## config.mk

```make
export PLATFORM = sky130hd
export DESIGN_NAME = apb4_master
export DESIGN_NICKNAME = d
export VERILOG_FILES = /design/src/rtl/apb4_master.sv
export SDC_FILE = /design/constraint.sdc
export NUM_CORES = 1
export LEC_CHECK = 0
export CAP_MARGIN = 20
export CORE_ASPECT_RATIO = 0.8
export CORE_MARGIN = 10
export CORE_UTILIZATION = 40
export CTS_BUF_LIST = sky130_fd_sc_hd__clkbuf_8
export CTS_CLUSTER_DIAMETER = 150
export DETAILED_ROUTE_END_ITERATION = 8
export GPL_TIMING_DRIVEN = 1
export PLACE_DENSITY = 0.71
export SKIP_LAST_GASP = 1
export SLEW_MARGIN = 20
export SYNTH_ARGS = -nofsm -noshare
export SYNTH_HDL_FRONTEND = slang
export SYNTH_SLANG_ARGS = --single-unit
```

## constraint.sdc

```tcl
create_clock -name i_clk -period 6 [get_ports i_clk]
set_clock_uncertainty 0.2 [all_clocks]
set_input_delay 0.6 -clock i_clk [delete_from_list [all_inputs] [get_ports i_clk]]
set_output_delay 0.6 -clock i_clk [all_outputs]
set_load 0.05 [all_outputs]
```

## src/rtl/apb4_master.sv

```systemverilog
// apb4_master: command FIFO in front of a single-outstanding APB4 requester.
// Commands are queued, issued one at a time as SETUP/ACCESS phases to the slave
// chosen by the top address bits, and the slave's answer is returned on the
// response channel.
// Optional feature: define APB4_MASTER_TIMEOUT_EN to abort transfers that sit
// in ACCESS for TIMEOUT wait-state cycles. Left undefined, ACCESS waits forever.
//
// Handshake rule for both channels: a transfer happens on a rising edge where
// valid && ready are both 1; the source holds valid and payload stable until
// then, and ready never depends on valid in the same cycle.
module apb4_master #(
  parameter int ADDR_W     = 32,
  parameter int DATA_W     = 32,
  parameter int NSLV       = 4,
  parameter int FIFO_DEPTH = 4,
  parameter int TIMEOUT    = 255
) (
  input  logic                   i_clk,
  input  logic                   i_reset_n,
  input  logic                   i_cmd_valid,
  output logic                   o_cmd_ready,
  input  logic [ADDR_W-1:0]      i_cmd_addr,
  input  logic                   i_cmd_write,
  input  logic [DATA_W-1:0]      i_cmd_wdata,
  input  logic [DATA_W/8-1:0]    i_cmd_strb,
  input  logic [2:0]             i_cmd_prot,
  output logic                   o_rsp_valid,
  input  logic                   i_rsp_ready,
  output logic [DATA_W-1:0]      o_rsp_rdata,
  output logic                   o_rsp_err,
  output logic                   o_rsp_timeout,
  output logic [ADDR_W-1:0]      PADDR,
  output logic                   PWRITE,
  output logic [DATA_W-1:0]      PWDATA,
  output logic [DATA_W/8-1:0]    PSTRB,
  output logic [2:0]             PPROT,
  output logic [NSLV-1:0]        PSELx,
  output logic                   PENABLE,
  input  logic [NSLV*DATA_W-1:0] PRDATA,
  input  logic [NSLV-1:0]        PREADY,
  input  logic [NSLV-1:0]        PSLVERR,
  output logic [1:0]             o_dbg_state
);

  localparam int SW = $clog2(NSLV);
  localparam int PW = $clog2(FIFO_DEPTH);
  localparam int CW = PW + 1;
  localparam int BW = DATA_W / 8;
  localparam logic [CW-1:0] DEPTH_C = CW'(FIFO_DEPTH);

  localparam logic [1:0] S_IDLE   = 2'd0;
  localparam logic [1:0] S_SETUP  = 2'd1;
  localparam logic [1:0] S_ACCESS = 2'd2;
  localparam logic [1:0] S_RESP   = 2'd3;

  logic [1:0]        state;
  logic [ADDR_W-1:0] fifo_addr  [FIFO_DEPTH];
  logic              fifo_write [FIFO_DEPTH];
  logic [DATA_W-1:0] fifo_wdata [FIFO_DEPTH];
  logic [BW-1:0]     fifo_strb  [FIFO_DEPTH];
  logic [2:0]        fifo_prot  [FIFO_DEPTH];
  logic [PW-1:0]     wr_ptr, rd_ptr;
  logic [CW-1:0]     count;
  logic              ready_en;
  logic              push, pop, fifo_empty, rsp_hs;
  logic [ADDR_W-1:0] head_addr;
  logic              head_write;
  logic [DATA_W-1:0] head_wdata;
  logic [BW-1:0]     head_strb;
  logic [2:0]        head_prot;
  logic [SW-1:0]     head_idx, sel_idx;
  logic [NSLV-1:0]   head_sel;
  logic              pready_sel, pslverr_sel;
  logic [DATA_W-1:0] prdata_sel;

  // ready_en keeps o_cmd_ready low until the first edge after reset release.
  assign o_cmd_ready = ready_en && (count < DEPTH_C);
  assign push        = i_cmd_valid && o_cmd_ready;
  assign fifo_empty  = (count == '0);
  assign rsp_hs      = o_rsp_valid && i_rsp_ready;
  assign pop         = !fifo_empty && ((state == S_IDLE) || ((state == S_RESP) && rsp_hs));
  assign o_dbg_state = state;

  assign head_addr  = fifo_addr[rd_ptr];
  assign head_write = fifo_write[rd_ptr];
  assign head_wdata = fifo_wdata[rd_ptr];
  assign head_strb  = fifo_strb[rd_ptr];
  assign head_prot  = fifo_prot[rd_ptr];
  assign head_idx   = head_addr[ADDR_W-1 -: SW];
  assign head_sel   = {{(NSLV-1){1'b0}}, 1'b1} << head_idx;

  // Only the selected slave's return signals are ever looked at.
  assign pready_sel  = PREADY[sel_idx];
  assign pslverr_sel = PSLVERR[sel_idx];

  // Pick the read-data slice of the selected slave.
  always_comb begin
    prdata_sel = '0;
    for (int k = 0; k < NSLV; k++) begin
      if (sel_idx == SW'(k)) prdata_sel = PRDATA[k*DATA_W +: DATA_W];
    end
  end

  // Command acceptance is enabled one edge after reset is released.
  always_ff @(posedge i_clk or negedge i_reset_n) begin
    if (!i_reset_n) ready_en <= 1'b0;
    else            ready_en <= 1'b1;
  end

  // FIFO pointers and occupancy; simultaneous push and pop leave count unchanged.
  always_ff @(posedge i_clk or negedge i_reset_n) begin
    if (!i_reset_n) begin
      wr_ptr <= '0;
      rd_ptr <= '0;
      count  <= '0;
    end else begin
      if (push) wr_ptr <= wr_ptr + 1'b1;
      if (pop)  rd_ptr <= rd_ptr + 1'b1;
      case ({push, pop})
        2'b10:   count <= count + 1'b1;
        2'b01:   count <= count - 1'b1;
        default: count <= count;
      endcase
    end
  end

  // FIFO storage; contents are don't-care while count says the slot is free.
  always_ff @(posedge i_clk) begin
    if (push) begin
      fifo_addr[wr_ptr]  <= i_cmd_addr;
      fifo_write[wr_ptr] <= i_cmd_write;
      fifo_wdata[wr_ptr] <= i_cmd_wdata;
      fifo_strb[wr_ptr]  <= i_cmd_strb;
      fifo_prot[wr_ptr]  <= i_cmd_prot;
    end
  end

`ifdef APB4_MASTER_TIMEOUT_EN
  localparam logic [15:0] TMO_C = 16'(TIMEOUT);
  logic [15:0] tmo_cnt;
  logic        tmo_hit;
  logic        rsp_tmo_q;

  // Abort on the ACCESS cycle that would bring the wait count up to TIMEOUT.
  assign tmo_hit = (state == S_ACCESS) && !pready_sel && ((tmo_cnt + 16'd1) == TMO_C);

  // Wait-state counter: cleared in SETUP, counts ACCESS cycles without PREADY.
  always_ff @(posedge i_clk or negedge i_reset_n) begin
    if (!i_reset_n)                             tmo_cnt <= '0;
    else if (state == S_SETUP)                  tmo_cnt <= '0;
    else if ((state == S_ACCESS) && !pready_sel) tmo_cnt <= tmo_cnt + 16'd1;
  end

  assign o_rsp_timeout = rsp_tmo_q;
`else
  assign o_rsp_timeout = 1'b0;
`endif

  // Transfer FSM and all registered APB/response outputs; a pop loads the APB
  // request registers so SETUP starts with the new command already on the bus.
  always_ff @(posedge i_clk or negedge i_reset_n) begin
    if (!i_reset_n) begin
      state       <= S_IDLE;
      PADDR       <= '0;
      PWRITE      <= 1'b0;
      PWDATA      <= '0;
      PSTRB       <= '0;
      PPROT       <= '0;
      PSELx       <= '0;
      PENABLE     <= 1'b0;
      sel_idx     <= '0;
      o_rsp_valid <= 1'b0;
      o_rsp_rdata <= '0;
      o_rsp_err   <= 1'b0;
`ifdef APB4_MASTER_TIMEOUT_EN
      rsp_tmo_q   <= 1'b0;
`endif
    end else begin
      case (state)
        S_IDLE: begin
          if (!fifo_empty) state <= S_SETUP;
        end
        S_SETUP: begin
          PENABLE <= 1'b1;
          state   <= S_ACCESS;
        end
        S_ACCESS: begin
          if (pready_sel) begin
            PSELx       <= '0;
            PENABLE     <= 1'b0;
            o_rsp_valid <= 1'b1;
            o_rsp_rdata <= PWRITE ? '0 : prdata_sel;
            o_rsp_err   <= pslverr_sel;
`ifdef APB4_MASTER_TIMEOUT_EN
            rsp_tmo_q   <= 1'b0;
`endif
            state       <= S_RESP;
          end
`ifdef APB4_MASTER_TIMEOUT_EN
          else if (tmo_hit) begin
            PSELx       <= '0;
            PENABLE     <= 1'b0;
            o_rsp_valid <= 1'b1;
            o_rsp_rdata <= '0;
            o_rsp_err   <= 1'b1;
            rsp_tmo_q   <= 1'b1;
            state       <= S_RESP;
          end
`endif
        end
        S_RESP: begin
          if (rsp_hs) begin
            o_rsp_valid <= 1'b0;
            state       <= fifo_empty ? S_IDLE : S_SETUP;
          end
        end
        default: state <= S_IDLE;
      endcase

      if (pop) begin
        PADDR   <= head_addr;
        PWRITE  <= head_write;
        PWDATA  <= head_wdata;
        PSTRB   <= head_write ? head_strb : '0;
        PPROT   <= head_prot;
        PSELx   <= head_sel;
        sel_idx <= head_idx;
        PENABLE <= 1'b0;
      end
    end
  end

endmodule

```

==> impl_metrics.csv, run 1 <==
group,metric,value,unit
run_status,outcome,"finished clean",
power,p_int,4.70,mW
sta,min_period,3200,ps
placement,io_buffers,325,
placement,hpwl,27800,um
worst_setup_path,cp_cell_sequence,"buf_4, clkdlybuf4s50_1",
power,peakVddDrop,0.208,mV
synth,async_reset_ff_share,29.6,%
global_routing,grt_max_degree,80,
synth,yosysSeqAreaShare,72.8,%
worst_setup_path,arrival,2400,ps
drt,drc,0,
synth,synth_area,16000,um2
drt,detail_route.iter0.violations,500,
synth,synth_area_leaders,"edfxtp_1 54%, dfrtp_1 19%, mux4_2 15%, nand2_1 6.4%, o21ai_1 0.90%",
cells_and_area,multiInputGateArea,4070,um2
cells_and_area,areaGrowthSynthToFinish,31.9,%
synth,synth_edf_count,288,
global_routing,antenna_found_initial,9,
power,sw_frac_of_total,22.4,%
global_routing,grt_pass1_wl,64100,um
worst_setup_path,endpoint_kind,"primary output",
global_routing,grt_pass1_vias,10300,
synth,syn-instance-count,947,
sta,relSlewSlack,33.8,%
clock_network,clk_pin_slew_worst_paths,60,ps
worst_setup_path,path_max_fanout,35,
sta,rsz0062_at_grt,"no",
die,start_util,40.6,%
worst_setup_path,cp_slowest_stage_delay,930,ps
power,p_sw,1.36,mW
flow_run,drv_cap,0,
clock_network,cts_sinks,409,
synth,synth-seq-cells,409,
clock_network,insertion_delay,590,ps
placement,gp_congestion,0.902,
drt,vias,9443,
cells_and_area,regArea,11700,um2
cells_and_area,nNetsFinal,1527,
sta,finalSetupTns,0,ps
die,pin_count,327,
worst_setup_path,rr_startpoint,"rd_ptr[0]$_DFFE_PN0P_",
worst_setup_path,r2r_slack,3220,ps
power,p_comb_share,7.2,%
synth,synthTopCellsByCount,"288 x edfxtp_1, 275 x nand2_1, 121 x dfrtp_1, 106 x mux4_2, 29 x o21ai_1",
worst_hold_path,worstHoldPathType,"reg2reg",
cells_and_area,design_area,21200,um2
sta,layout_setup_ws,2800,ps
global_routing,overflow,0,
drt,wl_per_cell,22.3,um
cells_and_area,layout-drive-gt1-share,16.4,%
worst_setup_path,required,5200,ps
global_routing,grtUsageTotal,17.3,%
power,p_per_area,287,nW/um2
die,die_h,199,um
synth,syn_nets,1170,
drt,wirelength,42300,um
synth,synth_top_area_share,53.9,%
clock_network,htreeDepth,3,
sta,finalHoldViolCount,0,
worst_setup_path,crit_slowest_cell,"clkdlybuf4s50_1",
power,clock_power_share,39.0,%
worst_hold_path,whs_path_depth,2,
power,p_leak,7.82,nW
power,power.total,6.06,mW
synth,synth.most_common_cell,"edfxtp_1",
sta,tightest_slew,993,ps
synth,yosys.area.top_type,"edfxtp_1",
clock_network,cts-root-buf,"clkbuf_8",
sta,setup_viol_count_final,0,
drt,antenna_left,0,
sta,fin_crit_sh,53.4,%
synth,avgSynthCellArea,16.9,um2
power,seq_power_share,53.8,%
die,fp.dieArea,48600,um2
clock_network,ctsResizeCount,0,
placement,dpl_cell_area,19800,um2
sta,slew_violations,0,
sta,max_freq,312,MHz
worst_setup_path,crit_type,"reg2out",
worst_hold_path,hold_end,"PWDATA[22]$_DFFE_PN0P_",
worst_setup_path,critical_path.startpoint_type,"flop",
worst_hold_path,hp-start,"PWDATA[22]$_DFFE_PN0P_",
worst_setup_path,reg2reg_to,"PWDATA[3]$_DFFE_PN0P_",
clock_network,cts_tree,"built",
drt,firstDrtPassIters,4,
cells_and_area,num-fill-cells,3271,
synth,ys_types,35,
synth,synth_ff_type,"edfxtp_1",
clock_network,cts_buffers,67,
drt,via_per_inst,4.98,
die,core_area,39500,um2
worst_setup_path,rr_worst_depth,4,
clock_network,cts_buffer_depth,3,
synth,yosysWarnings,0,
placement,place_ws,2890,ps
die,die_w,244,um
die,fp-row-count,65,
==> power groups by stage <==
stage	sequential [mW]	combinational, mW	clock (mW)
2_1_floorplan	3.32	0.185	0
3_3_place_gp	3.31	0.439	0
3_5_place_dp	3.32	0.447	0
4_1_cts	3.26	0.450	2.45
5_1_grt	3.27	0.482	2.58
6_report	3.26	0.438	2.36
==> sequential cells by signal, summed over array words and instances, names as in the netlist <==
| name | cells |
|---|---|
| fifo_addr | 128 |
| fifo_wdata | 128 |
| PADDR | 32 |
| PWDATA | 32 |
| o_rsp_rdata | 32 |
| fifo_strb | 16 |
| fifo_prot | 12 |
| PSELx | 4 |
| PSTRB | 4 |
| fifo_write | 4 |
| PPROT | 3 |
| count | 3 |
| o_dbg_state | 2 |
| rd_ptr | 2 |
| wr_ptr | 2 |
| PENABLE | 1 |
| PWRITE | 1 |
| o_rsp_err | 1 |
| o_rsp_valid | 1 |
| ready_en | 1 |
==> timing repair <==
item	CTS	global route
hold endpoints to repair	78	0
hold buffers	1	0
buffers inserted	0	0
==> through the flow <==
step / util [%] / std cells / hold WS (ps)
final: 53.6 / 1896 / 269
after global placement: 50.2 / 1770 / 258
after floorplan: - / 947 / 104
after global routing: 53.5 / 1894 / 294
after CTS: 53.5 / 1893 / 275
after detailed placement: 50.2 / 1770 / 262
==> layer usage <==
| layer | vias up | track usage [%] | wire [um] |
|---|---|---|---|
| met3 | 77 | 5.78 | 3190 |
| met5 | - | 0 | 55 |
| li1 | 4242 | - | - |
| met2 | 331 | 29.1 | 20900 |
| met4 | 8 | 5.88 | 1070 |
| met1 | 4785 | 20.8 | 17100 |
==> kinds of logic after synthesis <==
group / count (synthesis) / share of synthesized area [%]
AO/OA/AOI/OAI: 54 / 1.93
XOR/XNOR: 6 / 0.328
adder cells (fa/ha/maj): 11 / 0.905
buffers and inverters: 67 / 2.02
flip-flops: 409 / 72.8
multiplexers: 106 / 14.9
other: 2 / 0.0468
AND/OR/NAND/NOR: 292 / 7.12
==> layout make-up <==
cell class              count  share of cell area (%)
clock inverters            45                    1.19
repair buffers            338                    15.8
clock buffers              77                    5.01
flip-flops and latches    409                    55.2
inverters                  17                   0.307
well taps                 536                    3.17
multi-input cells         471                    19.2
diodes                      3                  0.0355
==> critical path: cells and delay by family, from the launching register on <==
family	cells	cell delay, ps
buffers and inverters	2	1440
flip-flops	1	350
==> worst max-delay path by stage <==
stage	from	endpoint	cells past startpoint
global route	PADDR[30]$_DFFE_PN0P_	PADDR[30]	2
finish	PADDR[30]$_DFFE_PN0P_	PADDR[30]	2
global placement	i_rsp_ready	PSTRB[0]$_DFFE_PN0P_	7
floorplan	count[2]$_DFFE_PN0P_	fifo_addr[0][0]$_DFFE_PP_	2
detailed placement	i_rsp_ready	PSTRB[2]$_DFFE_PN0P_	7
CTS	PADDR[30]$_DFFE_PN0P_	PADDR[30]	2
==> layout by cell type, fill, tap and decap left out, types with 3 or more instances in the layout <==
cell type	count
nand2_1	275
and3_4	4
inv_1	41
o21ai_1	29
diode_2	3
dfrtp_1	118
edfxtp_1	288
nor2_1	5
o21ai_0	13
clkinv_2	8
ha_1	10
xnor2_1	4
buf_4	12
clkbuf_8	77
clkinv_1	7
clkdlybuf4s50_1	324
mux4_2	106
a22o_1	4
No activity file was read; power rests on OpenSTA's default activity.
==> run 2: changes to the inputs <==
--- a/config.mk
+++ b/config.mk
@@ -13,7 +13,7 @@
 export CTS_CLUSTER_DIAMETER = 150
 export DETAILED_ROUTE_END_ITERATION = 8
 export GPL_TIMING_DRIVEN = 1
-export PLACE_DENSITY = 0.71
+export PLACE_DENSITY = 0.73
 export SKIP_LAST_GASP = 1
 export SLEW_MARGIN = 20
 export SYNTH_ARGS = -nofsm -noshare
==> constraint.sdc (replaced) <==
create_clock -name i_clk -period 2.85 [get_ports i_clk]
set_clock_uncertainty 0.2 [all_clocks]
set_input_delay 0.285 -clock i_clk [delete_from_list [all_inputs] [get_ports i_clk]]
set_output_delay 0.285 -clock i_clk [all_outputs]
set_load 0.05 [all_outputs]
==> impl_metrics.csv, run 2 (synthesis results as in run 1) <==
group,metric,value,unit
die,die_h,199,um
worst_setup_path,worst-path-buf-inv,1,
worst_setup_path,endpoint_kind,"primary output",
die,die_w,244,um
sta,max_freq,372,MHz
clock_network,htreeDepth,3,
sta,fin_hold_ws,79.2,ps
worst_setup_path,crit_slowest_cell,"clkdlybuf4s50_1",
global_routing,antenna_found_initial,5,
worst_setup_path,r2r_slack,330,ps
clock_network,cts-root-buf,"clkbuf_8",
global_routing,grtUsageTotal,17.3,%
global_routing,grt_max_degree,71,
worst_setup_path,path_max_fanout,6,
worst_setup_path,critical_path.top_delay_family,"buffers and inverters",
sta,finalHoldViolCount,0,
placement,hpwl,29100,um
placement,gp_congestion,0.946,
drt,drc,0,
sta,tightest_slew,710,ps
drt,vias,9532,
drt,via_per_inst,4.97,
cells_and_area,regArea,11700,um2
worst_setup_path,cp_slowest_stage_delay,890,ps
worst_setup_path,critical_path.startpoint_type,"flop",
drt,wirelength,42500,um
die,pin_count,327,
cells_and_area,multiInputGateArea,4070,um2
sta,fin_crit_sh,94.3,%
die,fp.dieArea,48600,um2
worst_setup_path,arrival,2200,ps
flow_run,drv_cap,0,
power,p_leak,8.01,nW
clock_network,cts_tree,"built",
placement,io_buffers,325,
run_status,outcome,"finished clean",
worst_setup_path,cp_cell_sequence,"nor2b_1, clkdlybuf4s50_1",
worst_hold_path,worstHoldPathType,"in2async",
sta,rsz0062_at_grt,"no",
cells_and_area,design_area,21500,um2
drt,firstDrtPassIters,5,
power,peakVddDrop,0.366,mV
cells_and_area,num-fill-cells,3235,
global_routing,grt_pass1_vias,10400,
sta,min_period,2690,ps
drt,wl_per_cell,22.2,um
cells_and_area,final_cell_mix,"323 x clkdlybuf4s50_1, 288 x edfxtp_1, 275 x nand2_1",
cells_and_area,final_common_cell,"clkdlybuf4s50_1",
clock_network,cts_sinks,409,
cells_and_area,areaGrowthSynthToFinish,34.2,%
die,start_util,40.6,%
die,core_area,39500,um2
power,p_int,10.2,mW
cells_and_area,nNetsFinal,1548,
clock_network,clk_pin_slew_worst_paths,60,ps
worst_setup_path,required,2370,ps
power,p_per_area,609,nW/um2
sta,relSlewSlack,52.5,%
cells_and_area,layout-drive-gt1-share,18.5,%
power,sw_frac_of_total,22.2,%
drt,antenna_left,0,
clock_network,cts_buffers,67,
clock_network,ctsResizeCount,0,
power,clock_power_share,40.1,%
power,p_sw,2.91,mW
worst_setup_path,crit_type,"reg2out",
drt,detail_route.iter0.violations,511,
global_routing,overflow,0,
power,seq_power_share,52.3,%
die,fp-row-count,65,
placement,placed_cells,1791,
sta,slew_violations,0,
sta,setup_viol_count_final,0,
cells_and_area,reg_top3,"fifo_addr: 128 flops, fifo_wdata: 128 flops",
clock_network,insertion_delay,600,ps
placement,dpl_cell_area,20100,um2
global_routing,grt_pass1_wl,63900,um
clock_network,cts_buffer_depth,3,
power,p_comb_share,7.6,%
cells_and_area,layoutNonFillerInstCount,1918,
run 2: changes by cell type in the layout (fill, tap and decap cells not counted), sizes merged:
cell / delta
inv: -2
diode: -1
buf: +22
clkdlybuf4s50: -1
clkbuf: +2
clkinvlp: -1
clkinv: +1
bufinv: +2
run 2: worst paths after layout:
path	startpoint	end	cells after the start
worst max-delay path	count[2]$_DFFE_PN0P_	o_cmd_ready	2
worst max register to register	o_dbg_state[0]$_DFFE_PN0P_	PSTRB[3]$_DFFE_PN0P_	7
worst min-delay path	i_reset_n	o_rsp_rdata[15]$_DFFE_PN0P_	2
max in group asynchronous	i_reset_n	PADDR[1]$_DFFE_PN0P_	3
worst min register to register	PPROT[1]$_DFFE_PN0P_	PPROT[1]$_DFFE_PN0P_	2
min in group i_clk	i_cmd_addr[19]	fifo_addr[2][19]$_DFFE_PP_	1
run 2: power groups by stage:
stage	logic, mW	clock network (mW)	registers [mW]
2_1_floorplan	0.390	0	6.97
5_1_grt	1.09	5.70	6.89
4_1_cts	1.02	5.43	6.87
6_report	0.994	5.26	6.86
3_3_place_gp	0.994	0	6.96
3_5_place_dp	1.01	0	6.99
run 2: final cells by class:
cell class                      instances  area share [%]
Clock inverter                         45            1.52
Sequential cell                       409            54.3
Clock buffer                           79            5.05
Tap cell                              536            3.11
Antenna cell                            2          0.0232
Inverter                               17           0.302
Timing Repair Buffer                  359            16.8
Multi-Input combinational cell        471            18.9
run 2: per-layer routing:
metal | GRT usage (%) | vias to the layer above | wire (um)
met5 | 0 | - | 34
met1 | 21.0 | 4822 | 17300
met2 | 28.9 | 355 | 20800
li1 | - | 4279 | -
met4 | 6.54 | 6 | 1240
met3 | 5.26 | 70 | 3100
run 2: timing repair:
action                                 4_1_cts  5_1_grt
setup buffers                                0        0
endpoints found under the hold margin      102        0
hold buffers                                 1        0
run 2: stage by stage:
| stage | setup WS (ps) | util [%] | TNS [ps] | power (mW) |
|---|---|---|---|---|
| after floorplan | -76.8 | - | -22110 | 7.36 |
| final | 163 | 54.5 | 0 | 13.1 |
| after CTS | 89.3 | 54.5 | 0 | 13.3 |
| after global routing | 46.8 | 54.5 | 0 | 13.7 |
| after detailed placement | 261 | 50.9 | 0 | 8.00 |
| after global placement | 314 | 50.9 | 0 | 7.95 |
run 2: worst reg2reg max path: cells and delay by family (launching register included):
| family | cells | cell delay, ps |
|---|---|---|
| buffers and inverters | 2 | 1010 |
| flip-flops | 1 | 430 |
| AND/OR/NAND/NOR | 2 | 320 |
| adder cells (fa/ha/maj) | 1 | 250 |
| AO/OA/AOI/OAI | 2 | 230 |
